$ cat src/rtl/cache_arbiter_pkg.sv
// Shared types for the instruction/data cache arbiter.
// Holds the arbiter FSM state encoding and the default cache line width.
package cache_arbiter_pkg;

    localparam int unsigned DEFAULT_LINE_W = 256;

    typedef enum logic [1:0] {
        IDLE    = 2'd0,
        SERVE_I = 2'd1,
        SERVE_D = 2'd2
    } arb_state_t;

endpackage

$ cat src/rtl/cache_arbiter.sv
// Arbitrates one physical memory port between an instruction cache and a
// data cache. Data requests normally win; after MAX_D_RUN consecutive data
// grants with an instruction read waiting, the instruction side is served.
//
// Ports:
//   clk, rst                      clock, synchronous active-high reset
//   i_read, i_address             instruction-side line read request
//   i_rdata, i_resp               instruction-side read line / completion pulse
//   d_read, d_write, d_address    data-side request (write wins over read)
//   d_wdata                       data-side write line
//   d_rdata, d_resp               data-side read line / completion pulse
//   pmem_read, pmem_write         memory strobes, held until pmem_resp
//   pmem_address, pmem_wdata      memory address / write line (latched copies)
//   pmem_rdata, pmem_resp         memory read line / completion pulse
module cache_arbiter
    import cache_arbiter_pkg::*;
#(
    parameter int unsigned LINE_W    = DEFAULT_LINE_W,
    parameter int unsigned MAX_D_RUN = 4
) (
    input  logic              clk,
    input  logic              rst,

    input  logic              i_read,
    input  logic [31:0]       i_address,
    output logic [LINE_W-1:0] i_rdata,
    output logic              i_resp,

    input  logic              d_read,
    input  logic              d_write,
    input  logic [31:0]       d_address,
    input  logic [LINE_W-1:0] d_wdata,
    output logic [LINE_W-1:0] d_rdata,
    output logic              d_resp,

    output logic              pmem_read,
    output logic              pmem_write,
    output logic [31:0]       pmem_address,
    output logic [LINE_W-1:0] pmem_wdata,
    input  logic [LINE_W-1:0] pmem_rdata,
    input  logic              pmem_resp
);

    localparam int unsigned CNT_W = (MAX_D_RUN < 1) ? 1 : $clog2(MAX_D_RUN + 1);
    localparam logic [CNT_W-1:0] RUN_MAX = CNT_W'(MAX_D_RUN);

    arb_state_t        state_q, state_d;
    logic [31:0]       addr_q, addr_d;
    logic [LINE_W-1:0] wdata_q, wdata_d;
    logic              write_q, write_d;
    logic [CNT_W-1:0]  run_q, run_d;

    logic d_pend;
    logic i_starved;

    assign d_pend    = d_read | d_write;
    assign i_starved = i_read && (run_q == RUN_MAX);

    // State and holding registers
    always_ff @(posedge clk) begin
        if (rst) begin
            state_q <= IDLE;
            addr_q  <= '0;
            wdata_q <= '0;
            write_q <= 1'b0;
            run_q   <= '0;
        end else begin
            state_q <= state_d;
            addr_q  <= addr_d;
            wdata_q <= wdata_d;
            write_q <= write_d;
            run_q   <= run_d;
        end
    end

    // Next-state, holding-register capture and output decode
    always_comb begin
        state_d      = state_q;
        addr_d       = addr_q;
        wdata_d      = wdata_q;
        write_d      = write_q;
        run_d        = run_q;
        pmem_read    = 1'b0;
        pmem_write   = 1'b0;
        pmem_address = addr_q;
        pmem_wdata   = wdata_q;
        i_resp       = 1'b0;
        i_rdata      = '0;
        d_resp       = 1'b0;
        d_rdata      = '0;

        case (state_q)
            IDLE: begin
                if (d_pend && !i_starved) begin
                    state_d = SERVE_D;
                    addr_d  = d_address;
                    wdata_d = d_wdata;
                    write_d = d_write;
                    // Run length only matters while the instruction side waits
                    if (i_read) begin
                        run_d = (run_q == RUN_MAX) ? run_q : run_q + CNT_W'(1);
                    end else begin
                        run_d = '0;
                    end
                end else if (i_read) begin
                    state_d = SERVE_I;
                    addr_d  = i_address;
                    wdata_d = d_wdata;
                    write_d = 1'b0;
                    run_d   = '0;
                end else begin
                    run_d = '0;
                end
            end

            SERVE_I: begin
                pmem_read = 1'b1;
                if (pmem_resp) begin
                    i_resp  = 1'b1;
                    i_rdata = pmem_rdata;
                    state_d = IDLE;
                end
            end

            SERVE_D: begin
                pmem_read  = !write_q;
                pmem_write = write_q;
                if (pmem_resp) begin
                    d_resp  = 1'b1;
                    d_rdata = pmem_rdata;
                    state_d = IDLE;
                end
            end

            default: state_d = IDLE;
        endcase

        // Reset cycle drops any in-flight transaction and quiets every output
        if (rst) begin
            pmem_read    = 1'b0;
            pmem_write   = 1'b0;
            pmem_address = '0;
            pmem_wdata   = '0;
            i_resp       = 1'b0;
            i_rdata      = '0;
            d_resp       = 1'b0;
            d_rdata      = '0;
        end
    end

endmodule

$ cat config.mk
export PLATFORM = sky130hd
export DESIGN_NAME = cache_arbiter
export DESIGN_NICKNAME = d
export VERILOG_FILES = /design/src/rtl/cache_arbiter_pkg.sv /design/src/rtl/cache_arbiter.sv
export SDC_FILE = /design/constraint.sdc
export NUM_CORES = 1
export LEC_CHECK = 0
export ABC_CLOCK_PERIOD_IN_PS = 2000
export BUFFER_PORTS_ARGS = -buffer_cell sky130_fd_sc_hd__clkbuf_2
export CAP_MARGIN = 20
export CELL_PAD_IN_SITES_DETAIL_PLACEMENT = 1
export CELL_PAD_IN_SITES_GLOBAL_PLACEMENT = 2
export CORE_AREA = 5 5 531 533
export DETAILED_ROUTE_END_ITERATION = 10
export DIE_AREA = 0 0 536 538
export PLACE_DENSITY = 0.31
export SLEW_MARGIN = 20
export SYNTH_ARGS = -nofsm -noshare
export SYNTH_HDL_FRONTEND = slang
export SYNTH_SLANG_ARGS = --single-unit
$ cat constraint.sdc
create_clock -name clk -period 2 [get_ports clk]
set_clock_uncertainty 0.1 [all_clocks]
set_input_delay 0.2 -clock clk [delete_from_list [all_inputs] [get_ports clk]]
set_output_delay 0.2 -clock clk [all_outputs]
set_load 0.01 [all_outputs]
==> metrics.md <==
| Metric | Value |
|---|---|
| Status | `finished with violations` |
| Failing checks | `negative setup slack` |
| Routed wire length | `246.1 mm` |
| Via Count | `23650` |
| Mapped Area | `16110 sq um` |
| Register area share after synthesis | `36.54%` |
| Worst min path class | `input pin to flip-flop` |
| R2R Setup Slk | `0.06 ns` |
| CP Class | `flip-flop to output port` |
| Final Hold Slack | `0.08559 ns` |
| Final Hold Viols | `0` |
| DP Worst Slack | `-0.4593 ns` |
| Longest Clk Path Bufs | `3` |
| Worst VDD drop | `0.5902 mV` |
| Final Power | `23.79 mW` |
| Crit path top cell by count | `buf_12` |
| #FFs+latches synth | `294` |
| Synthesis-to-layout area growth | `142.5%` |
| Die Height | `538 um` |
| Worst Path Max Fanout | `7` |
| Total gr overflow | `0` |
| Max_cap viols | `0` |
| First-pass GRT wire length | `291.3 mm` |
| GP Congestion | `0.9233` |
| Clock Latency Late Sink | `0.66 ns` |
| Clock root buffer | `clkbuf_16` |
| IO Port Bufs | `1385` |
| Die X | `536 um` |
| Die ar. | `288400 sq um` |
| FFs w/ async S/R, synth | `0%` |
| Dpl cells | `7264` |
| Worst setup EP type | `output port` |
| Post-layout util | `14.15%` |
| Initial DRC count | `927` |
| Arr. time, crit path | `2.35 ns` |
| Post-place instance area | `28780 sq um` |
| TritonCTS Buffers | `51` |
| Critical Path Source Type | `flip-flop` |
| WP data required | `1.70 ns` |
| Fin cells | `7832` |
| GRT Total Usage | `15.69%` |
| Minimum clock period | `2.647 ns` |
| Fin area | `39060 sq um` |
| Largest net degree at the start of global routing | `120` |
| CTS tree | `built` |
| Fin crit share | `132.4%` |
| Setup ws final | `-0.6473 ns` |
| Clk slew on worst S/H paths | `0.05 ns` |
| Slew margin rel. | `31.99%` |
| Worst-path cell chain | `inv_4 > ha_4 > nand2_4 > nor2_4 > buf_12 > buf_16 > buf_12 > buf_12 > clkbuf_16 > and2_4 > buf_8` |
| Final Max Tran Viols | `0` |
| Synth cell types | `32` |
| Most used DFF post-synth | `dfxtp_1` |
| Drt first pass iters | `5` |
| RSZ-0062 raised after global routing | `true` |
| Vias/cell | `3.020` |
| DR DRC count | `0` |
| DRT antenna net count | `0` |
| H-Tree Depth | `2` |
| Final setup viols | `516` |
| Mean post-synth cell area | `7.201 sq um` |
| # clock sinks | `294` |
| Layout cells sized above 1 | `50.12%` |
| Post-Syn Instances | `2237` |
| I/O pin total | `1386` |
| Std-Cell Rows | `193` |
| Setup TNS | `-267.60 ns` |
| Wirelength per Cell | `31.42 um` |
| Detail Placement HPWL | `208.7 mm` |
| Power per cell area | `609.0 nW/um^2` |
| Core area | `276000 sq um` |
| Initial antenna violation count | `182` |
| Static Leak | `17.40 nW` |
| Slowest-stage cell, CP | `dfxtp_4` |
| Measured slew at the worst slew-check pin | `1.017 ns` |
| Initial Utilization | `5.836%` |
| Syn Nets | `2825` |
| Yosys warns | `0` |
| Number of synthesized flops with an enable pin | `0` |
| Crit-path max cell delay | `0.37 ns` |
| Fmax | `0.3777 GHz` |
| Number of global-route vias before repair | `24300` |
| Nets | `4616` |
-- final cells by class --
| class | count | area (sq um) |
|---|---|---|
| fill | 32790 | 237000 |
| timing repair buffer | 1938 | 16440 |
| multi-input combinational | 1738 | 10220 |
| sequential | 294 | 5894 |
| tap | 3705 | 4636 |
| clock buffer | 80 | 1538 |
| clock inverter | 13 | 161.4 |
| antenna | 59 | 147.6 |
| inverter | 5 | 23.77 |
-- cell families (layout without fill, tap and decap cells) --
logic type	Yosys count	after routing	share of synthesized area, %
AO/OA/AOI/OAI	335	335	11.89
other	0	59	0
flip-flops	294	294	36.54
AND/OR/NAND/NOR	1397	1397	45.58
buffers and inverters	205	2036	5.522
adder cells (fa/ha/maj)	6	6	0.4660
-- critical path, delay by kind of cell (launching register included) --
family	cells	cell delay, ns
DFF	1	0.37
and+or+nand+nor	3	0.27
adders and majority gates	1	0.16
buffers and inverters	7	0.88
-- registers in the layout (all words and copies together) (netlist names) --
signal	cells
write_q	1
wdata_q	256
addr_q	32
run_q	3
state_q	2
-- worst paths after layout --
path / from / to / cells after the start
worst max-delay path: state_q[1] / i_rdata[64] / 11
worst min-delay path: d_read / state_q[1] / 4
worst max register to register: state_q[1] / wdata_q[165] / 10
worst min register to register: wdata_q[197] / wdata_q[197] / 2
-- cells in the final DEF, fill, tap and decap left out, drive strengths merged --
cell type,netlist,layout
nor4b,1,1
nand4,3,3
and2,512,512
or2,1,1
bufinv,0,3
buf,76,555
dfxtp,294,294
ha,6,6
clkbuf,124,1137
dlygate4sd3,0,325
nand2b,4,4
nor3b,3,3
inv,5,7
bufbuf,0,1
o31ai,1,1
nor2b,289,289
o211ai,2,2
and3b,2,2
and3,1,1
a21oi,263,263
nor2,35,35
diode,0,59
a311oi,32,32
a21boi,1,1
o21ai,34,34
nand3,33,33
nand2,513,513
clkinv,0,7
clkinvlp,0,1
a32oi,1,1
o31a,1,1
-- repair_timing --
action	4_1_cts	5_1_grt
hold endpoints to repair	294	0
pin swaps	4	71
cloned	13	40
buffers inserted	18	36
gates resized for setup	232	1127
endpoints found under the setup margin	570	793
hold buffers	325	0
-- power breakdown --
| group | switching [mW] | internal (mW) | leakage, nW |
|---|---|---|---|
| logic | 4.32 | 3.24 | 14.1 |
| registers | 0.300 | 6.49 | 2.43 |
| clock network | 3.80 | 5.64 | 0.836 |
| total | 8.42 | 15.4 | 17.4 |
-- Yosys cell counts, types with 4 or more instances --
| cell type | number | share of area, % |
|---|---|---|
| a311oi_2 | 14 | 1.3 |
| o21ai_0 | 33 | 1.0 |
| nand2_1 | 513 | 12 |
| nor2_1 | 35 | 0.82 |
| dfxtp_1 | 294 | 37 |
| a311oi_1 | 18 | 0.98 |
| a21oi_1 | 263 | 8.2 |
| nor2b_1 | 289 | 11 |
| buf_2 | 69 | 2.1 |
| ha_1 | 6 | 0.47 |
| and2_1 | 512 | 20 |
| clkbuf_1 | 121 | 2.8 |
| buf_4 | 4 | 0.19 |
| nand2b_1 | 4 | 0.16 |
| nand3_1 | 32 | 0.99 |
| inv_1 | 5 | 0.12 |
-- per-layer routing --
layer,global-route usage [%],part of all wire (%),up-vias
met1,18.86,41,11320
met4,3.325,2.6,54
li1,-,-,10770
met3,6.979,10,306
met5,0,0.15,-
met2,25.77,46,1202
No activity file was read; power rests on OpenSTA's default activity.
